File: src/rtl/snes_pad_reader.sv
// snes_pad_reader: polls two SNES serial pads and presents 16-bit button words (1 = pressed).
// Define SNES_PAD_DEBOUNCE_EN to only accept a frame that matches the previous poll's frame.
module snes_pad_reader #(
  parameter int CLK_DIV     = 300,
  parameter int POLL_PERIOD = 833333
) (
  input  logic        clock,
  input  logic        reset_n,
  input  logic        ctrl_data1,
  input  logic        ctrl_data2,
  output logic        ctrl_latch,
  output logic        ctrl_clk,
  output logic [15:0] p1_buttons,
  output logic [15:0] p2_buttons,
  output logic        buttons_valid,
  output logic        busy
);
  localparam int TW = $clog2(POLL_PERIOD);
  localparam int PW = $clog2(2 * CLK_DIV);
  typedef enum logic [2:0] {IDLE, LATCH, LOW, HIGH, DONE} state_t;
  state_t        state_q, state_d;
  logic [TW-1:0] timer_q, timer_d;
  logic [PW-1:0] phase_q, phase_d;
  logic [3:0]    bit_q, bit_d;
  logic [1:0]    sync1_q, sync1_d, sync2_q, sync2_d;
  logic [15:0]   cap1_q, cap1_d, cap2_q, cap2_d;
  logic [15:0]   p1_q, p1_d, p2_q, p2_d;
  logic          latch_q, latch_d, clk_q, clk_d, valid_q, valid_d, busy_q, busy_d;
  logic          tc, last;
`ifdef SNES_PAD_DEBOUNCE_EN
  logic [15:0]   prev1_q, prev1_d, prev2_q, prev2_d;
`endif
  always_comb begin
    tc      = timer_q == TW'(POLL_PERIOD - 1);
    last    = phase_q == '0;
    timer_d = tc ? '0 : timer_q + 1'b1;
    phase_d = last ? phase_q : phase_q - 1'b1;
    sync1_d = {ctrl_data2, ctrl_data1};
    sync2_d = sync1_q;
    state_d = state_q;
    bit_d   = bit_q;
    cap1_d  = cap1_q;
    cap2_d  = cap2_q;
    p1_d    = p1_q;
    p2_d    = p2_q;
    latch_d = latch_q;
    clk_d   = clk_q;
    valid_d = 1'b0;
    busy_d  = busy_q;
`ifdef SNES_PAD_DEBOUNCE_EN
    prev1_d = prev1_q;
    prev2_d = prev2_q;
`endif
    case (state_q)
      IDLE: if (tc) begin
        state_d = LATCH;
        phase_d = PW'(2 * CLK_DIV - 1);
        latch_d = 1'b1;
        busy_d  = 1'b1;
      end
      LATCH: if (last) begin
        state_d = LOW;
        phase_d = PW'(CLK_DIV - 1);
        latch_d = 1'b0;
        clk_d   = 1'b0;
        bit_d   = '0;
      end
      LOW: if (last) begin
        cap1_d[bit_q] = sync2_q[0];
        cap2_d[bit_q] = sync2_q[1];
        state_d = HIGH;
        phase_d = PW'(CLK_DIV - 1);
        clk_d   = 1'b1;
      end
      HIGH: if (last) begin
        if (bit_q == 4'd15) begin
          state_d = DONE;
          valid_d = 1'b1;
          busy_d  = 1'b0;
        end else begin
          state_d = LOW;
          phase_d = PW'(CLK_DIV - 1);
          clk_d   = 1'b0;
          bit_d   = bit_q + 1'b1;
        end
      end
      DONE: begin
        state_d = IDLE;
`ifdef SNES_PAD_DEBOUNCE_EN
        prev1_d = ~cap1_q;
        prev2_d = ~cap2_q;
        p1_d    = (~cap1_q == prev1_q) ? ~cap1_q : p1_q;
        p2_d    = (~cap2_q == prev2_q) ? ~cap2_q : p2_q;
`else
        p1_d    = ~cap1_q;
        p2_d    = ~cap2_q;
`endif
      end
      default: state_d = IDLE;
    endcase
  end
  always_ff @(posedge clock or negedge reset_n) begin
    if (!reset_n) begin
      state_q <= IDLE;
      timer_q <= '0;
      phase_q <= '0;
      bit_q   <= '0;
      sync1_q <= '1;
      sync2_q <= '1;
      cap1_q  <= '0;
      cap2_q  <= '0;
      p1_q    <= '0;
      p2_q    <= '0;
      latch_q <= 1'b0;
      clk_q   <= 1'b1;
      valid_q <= 1'b0;
      busy_q  <= 1'b0;
`ifdef SNES_PAD_DEBOUNCE_EN
      prev1_q <= '0;
      prev2_q <= '0;
`endif
    end else begin
      state_q <= state_d;
      timer_q <= timer_d;
      phase_q <= phase_d;
      bit_q   <= bit_d;
      sync1_q <= sync1_d;
      sync2_q <= sync2_d;
      cap1_q  <= cap1_d;
      cap2_q  <= cap2_d;
      p1_q    <= p1_d;
      p2_q    <= p2_d;
      latch_q <= latch_d;
      clk_q   <= clk_d;
      valid_q <= valid_d;
      busy_q  <= busy_d;
`ifdef SNES_PAD_DEBOUNCE_EN
      prev1_q <= prev1_d;
      prev2_q <= prev2_d;
`endif
    end
  end
  assign ctrl_latch    = latch_q;
  assign ctrl_clk      = clk_q;
  assign p1_buttons    = p1_q;
  assign p2_buttons    = p2_q;
  assign buttons_valid = valid_q;
  assign busy          = busy_q;
endmodule

File: config.mk
export PLATFORM = sky130hd
export DESIGN_NAME = snes_pad_reader
export DESIGN_NICKNAME = d
export VERILOG_FILES = /design/src/rtl/snes_pad_reader.sv
export SDC_FILE = /design/constraint.sdc
export NUM_CORES = 1
export LEC_CHECK = 0
export CORE_UTILIZATION = 35
export DETAILED_ROUTE_END_ITERATION = 8
export PLACE_DENSITY_LB_ADDON = 0.15
export SYNTH_ARGS = -nofsm -noshare
export SYNTH_HDL_FRONTEND = slang
export SYNTH_SLANG_ARGS = --single-unit
File: constraint.sdc
create_clock -name clock -period 3.4 [get_ports clock]
set_input_delay 0.68 -clock clock [delete_from_list [all_inputs] [get_ports clock]]
set_output_delay 0.68 -clock clock [all_outputs]
set_load 0.02 [all_outputs]
==> reports/qor.yml, run 1 <==
worst_setup_path:
  slowest_delay_ns: 0.52
  critPathCaptureType: "flip-flop"
  path_cells: "inv_1, ha_1, or4b_4, nor3_2, inv_1, ha_1, a32oi_1, o21ai_0, a211o_1"
  worstPathRequired_ns: 3.63
  crit_arrival_ns: 2.73
  crit_start: "phase_q[0]"
  cp_top_family: "simple AND/OR/NAND/NOR gates"
  crit_path_start_kind: "flip-flop"
  slowest_stage: "or4b_4"
  critical_path_class: "flip-flop to flip-flop"
  path_max_fanout: 5
  critPathBufInv: 2
  r2r_start: "phase_q[0]"
clock_network:
  cts_root_buf: "clkbuf_16"
  holdBufCountCts: 0
  clkLatencyLatePin_ns: 0.35
  cts_sinks: 109
  cts_resized: 0
  cts_tree: "yes"
  cts_max_level: 3
  clk_path_buf_depth: 2
  path_clk_slew_ns: 0.07
  postCtsSetupBuffers: 0
  cts_buffers: 9
synth:
  synth_cell_types: 53
  synth_enable_flop_cells: 0
  synth.top_cell.area_share_pct: 54.3
  seq_area_frac_synth_pct: 57.0
  netlist.top_cell.by_area: "dfrtp_1"
  syn_inst: 425
  syn_avg_cell_area_um2: 11.3
  synth.net_count: 437
  syn_area_um2: 4790
  async_flop_share_pct: 100
  synthFlopType: "dfrtp_1"
  synthTopCellsByArea: "dfrtp_1 54%, mux2_2 7.8%, o21ai_0 4.6%"
  yosys_warnings: 0
  synth-seq-cells: 109
timing:
  period_share_pct: 73.5
  final_max_slew_viol_count: 0
  hold_ws_ns: 0.360
  rsz0062_at_grt: "false"
  worst_pin_slew_ns: 0.945
  finClkSkew_ns: 0.00754
  hold_viol_final: 0
  final.setup.tns_ns: 0
  relSlewSlack_pct: 36.8
  fmaxAchievable_mhz: 400
  timing.final.crit_period_ns: 2.50
  worst_slack_ns: 0.903
  setup_violations: 0
die:
  std_cell_rows: 42
  fp.dieW_um: 119
  io_pins: 40
  coreArea_um2: 13300
  start_util_pct: 36.1
  die-area_um2: 14200
  fp.dieH_um: 119
global_route:
  grt_pass1_wl_um: 16400
  grt_overflow_total: 0
  grt_pass1_vias: 3310
  grtUsageTotal_pct: 14.7
  antenna_found_initial: 0
  grt_max_degree: 65
finish:
  fillers: 1276
  drive_above_1_share_pct: 14.6
  area_growth_pct: 17.6
  multiInputGateArea_um2: 1910
  antenna_cells: 0
  regArea_um2: 2730
  fin_nets: 473
route:
  drc_errors: 0
  first_pass_iters: 4
  drt_iter0_drc: 182
  wirelength_um: 9340
  vias: 3258
  postRouteAntennaNets: 0
  via_per_inst: 5.07
  wl_per_cell_um: 14.5
job:
  cap_viol_max_count: 0
power:
  power_density_nw_per_um2: 421
  peakVddDrop_mv: 0.191
  power.leakage_nw: 2.55
min_path:
  hold_class: "flip-flop to flip-flop"
  hp-start: "sync1_q[0]"
outcome:
  outcome: "finished clean"
placement:
  port_buffers: 39
  gp_congestion: 0.819
  dp_hpwl_um: 6290
  post-place-ws_ns: 0.899
## per-layer routing
| layer | part of all wire (%) | track usage [%] | wire (um) |
|---|---|---|---|
| met5 | 0 | 0 | 0 |
| met4 | 1.7 | 6.80 | 161 |
| met3 | 3.3 | 3.11 | 305 |
| met2 | 47 | 23.0 | 4380 |
| met1 | 48 | 19.4 | 4490 |
## sequential cells by signal (all words and copies together), names as in the netlist, 2 cells and up
signal and flops:
bit_q 4, cap1_q 16, cap2_q 16, p1_buttons 16, p2_buttons 16, phase_q 10
state_q 3, sync1_q 2, sync2_q 2, timer_q 20
## worst register-to-register path, stage by stage, from the launching register on
cell	delay (ns)
dfrtp_1	0.41
inv_1	0.07
ha_1	0.21
or4b_4	0.52
nor3_2	0.15
inv_1	0.13
ha_1	0.33
a32oi_1	0.16
o21ai_0	0.11
a211o_1	0.28
## layout make-up
class	count	share of cell area (%)
Sequential cell	109	48.5
Inverter	11	0.732
Timing Repair Buffer	44	7.77
Clock buffer	11	4.13
Tap cell	176	3.91
Multi-Input combinational cell	286	33.9
Clock inverter	5	1.09
## where the power goes
| part | internal, mW | switching, mW | leakage, nW |
|---|---|---|---|
| combinational | 0.00541 | 0.0250 | 0.931 |
| sequential | 1.30 | 0.00624 | 1.49 |
| clock | 0.573 | 0.465 | 0.132 |
| total | 1.88 | 0.496 | 2.55 |
## through the flow
step	power, mW	area (um2)	cells	utilization (%)
floorplan	1.33	4790	425	-
global placement	1.36	5340	626	40.2
detailed placement	1.36	5340	626	40.2
CTS	2.42	5640	642	42.4
global route	2.47	5640	642	42.4
finish	2.38	5640	642	42.4
## worst paths after layout
kind                                      end  slack [ns]  depth (start not counted)
worst max-delay path               phase_q[0]        0.90                          9
worst min-delay path               sync2_q[0]        0.36                          0
worst max register to register     phase_q[0]        0.90                          9
worst min register to register     sync2_q[0]        0.36                          0
max in group asynchronous            ctrl_clk        2.25                          2
min in group asynchronous       p2_buttons[8]        0.37                          1
## cells in the final DEF, fill, tap and decap left out, drive strengths merged, types with 4 or more instances in the layout
cell and instances:
o21ai 44, nor2b 5, nor3 6, inv 11, mux2 33, o31ai 5, nand2 45, buf 6
nor4 6, dfstp 5, dfrtp 104, and4 4, nand3 23, nand4 12, clkdlybuf4s50 38, a21oi 6
nand2b 4, mux2i 4, nor2 24, or3 4, xnor2 8, clkbuf 11, ha 8, xor2 8
## synthesized netlist by cell type, types with 6 or more instances
cell type / instances
nand3_1: 21
xor2_1: 8
dfrtp_1: 104
inv_1: 11
ha_1: 8
clkbuf_1: 12
nor2_1: 24
a21oi_1: 6
xnor2_1: 8
nand2_1: 45
nand4_1: 12
mux2_2: 33
o21ai_0: 44
## cell families after synthesis
family | Yosys count | synth area share [%]
buffers and inverters | 30 | 3.18
AOI/OAI and AO/OA | 74 | 9.24
muxes | 37 | 8.59
xor gates and xnor gates | 16 | 2.92
DFF | 109 | 57.0
and+or+nand+nor | 151 | 17.0
adders and majority gates | 8 | 2.09
Note: power is estimated with default switching activity, not from simulation.
==> run 2, diff against run 1 <==
==> constraint.sdc (replaced) <==
create_clock -name clock -period 2.54 [get_ports clock]
set_input_delay 0.508 -clock clock [delete_from_list [all_inputs] [get_ports clock]]
set_output_delay 0.508 -clock clock [all_outputs]
set_load 0.02 [all_outputs]
==> run 2 against run 1 <==
Net effect: flip-flop and latch count is the same; clock power up 39%; total power up 37%; fmax rose by 3.6%; worst hold slack worse by 0.21 ns; core utilization increased by 0.87 points; first-iteration DRC count increased by 27%; critical path type unchanged; sequential power grew 34%.
==> reports/qor.yml, run 2 (same netlist as run 1, synthesis figures left out) <==
die:
  coreArea_um2: 13300
  std_cell_rows: 42
  start_util_pct: 36.1
  fp.dieH_um: 119
  fp.dieW_um: 119
  die-area_um2: 14200
  io_pins: 40
finish:
  drive_above_1_share_pct: 17.0
  regMostFlops: "timer_q"
  antenna_cells: 0
  layout_common_cells: "104 x dfrtp_1, 44 x nand2_1, 44 x o21ai_0"
  fin_util_pct: 43.3
  largest_reg_flops: 20
  final_common_cell: "dfrtp_1"
  area_growth_pct: 20.0
  fin_nets: 484
job:
  cap_viol_max_count: 0
placement:
  port_buffers: 39
  dp_hpwl_um: 6600
  gp_congestion: 0.798
worst_setup_path:
  reg2reg_to: "phase_q[0]"
  slowest_stage: "or4b_4"
  critPathCaptureType: "flip-flop"
  worstPathRequired_ns: 2.78
  r2r_cells: 9
  reg2reg_slack_ns: 0.13
  r2r_start: "phase_q[0]"
  slowest_delay_ns: 0.54
  crit_arrival_ns: 2.65
  path_max_fanout: 5
  path_cells: "inv_1, ha_1, or4b_4, nor3_4, inv_1, ha_1, a32oi_1, o21ai_0, a211o_1"
  crit_start: "phase_q[0]"
  critical_path_class: "flip-flop to flip-flop"
  crit_path_start_kind: "flip-flop"
route:
  wirelength_um: 9630
  first_pass_iters: 5
  drt_iter0_drc: 232
  via_per_inst: 5.06
  postRouteAntennaNets: 0
  wl_per_cell_um: 14.8
  drc_errors: 0
  vias: 3304
timing:
  final_max_slew_viol_count: 0
  finClkSkew_ns: 0.00638
  worst_pin_slew_ns: 0.578
  period_share_pct: 94.9
  final.setup.tns_ns: 0
  timing.final.crit_period_ns: 2.41
  rsz0062_at_grt: "false"
  relSlewSlack_pct: 61.5
  fmaxAchievable_mhz: 415
  setup_violations: 0
  hold_viol_final: 0
clock_network:
  cts_root_buf: "clkbuf_16"
  cts_resized: 0
  cts_tree: "yes"
  cts_sinks: 109
  path_clk_slew_ns: 0.07
  clkLatencyLatePin_ns: 0.35
  clk_path_buf_depth: 2
  cts_max_level: 3
  holdBufCountCts: 0
  cts_buffers: 9
  postCtsSetupBuffers: 0
power:
  peakVddDrop_mv: 0.327
  power_mw: 3.24
  power.leakage_nw: 2.64
  power_density_nw_per_um2: 564
global_route:
  antenna_found_initial: 0
  grt_max_degree: 65
  grtUsageTotal_pct: 14.9
  grt_pass1_wl_um: 16700
  grt_overflow_total: 0
  grt_pass1_vias: 3291
outcome:
  outcome: "finished clean"
min_path:
  hold_class: "primary input to asynchronous set/reset pin"
==> run 2: cell count changes in the layout (fill, tap and decap cells not counted), sizes merged <==
cell      previous run  this run
inv                 11        13
clkbuf              11        10
buf                  6        17
clkinvlp             3         0
clkinv               1         3
==> run 2: final cells by class <==
type                            count  area, um2
Timing Repair Buffer               55        533
Clock buffer                       10        239
Sequential cell                   109       2730
Inverter                           11       41.3
Fill cell                        1263       7540
Clock inverter                      6       68.8
Multi-Input combinational cell    286       1920
Tap cell                          176        220
==> run 2: worst max path at each step <==
stage                       to  slack (ns)  depth (start not counted)
floorplan           phase_q[0]        0.07                          9
global placement    phase_q[0]        0.22                          7
detailed placement  phase_q[0]        0.16                          9
CTS                 phase_q[0]        0.14                          9
global route        phase_q[0]       0.005                          9
finish              phase_q[0]        0.13                          9
==> run 2: stage by stage <==
step	instances	setup slack [ns]	hold slack [ns]	instance area (um2)
after CTS	653	0.144	0.166	5750
after floorplan	425	0.0673	0.212	4800
after global routing	653	0.00499	0.178	5750
after detailed placement	637	0.162	0.347	5450
after global placement	637	0.220	0.348	5450
final	653	0.130	0.152	5750
==> run 2: worst max-delay path, delay by kind of cell, from the launching register on <==
family                     cells  cell delay (ns)
AOI/OAI and AO/OA              3             0.52
buffers and inverters          2             0.14
DFF                            1             0.42
adders and majority gates      2             0.54
and+or+nand+nor                2             0.69
==> run 2: layer usage <==
layer | global-route usage [%] | part of all wire (%) | up-vias
met2 | 23.1 | 47 | 73
met5 | 0 | 0 | -
met1 | 19.9 | 48 | 1604
met4 | 6.88 | 1.4 | 0
li1 | - | - | 1618
met3 | 3.11 | 3.5 | 9
==> run 2: report_power, final <==
group | internal [mW] | switching, mW | total (mW) | leakage, nW
Clock | 0.801 | 0.650 | 1.45 | 0.155
Combinational | 0.00924 | 0.0347 | 0.0439 | 0.993
Sequential | 1.74 | 0.00840 | 1.75 | 1.49
Total | 2.55 | 0.693 | 3.24 | 2.64
==> run 3, diff against run 2 <==
--- a/config.mk
+++ b/config.mk
@@ -7,6 +7,7 @@
 export LEC_CHECK = 0
 export CORE_UTILIZATION = 35
 export DETAILED_ROUTE_END_ITERATION = 8
+export HOLD_SLACK_MARGIN = 0.06
 export PLACE_DENSITY_LB_ADDON = 0.15
 export SYNTH_ARGS = -nofsm -noshare
 export SYNTH_HDL_FRONTEND = slang
==> results of run 3 <==
The final DEF is identical to that of run 2; final timing and power are the same.
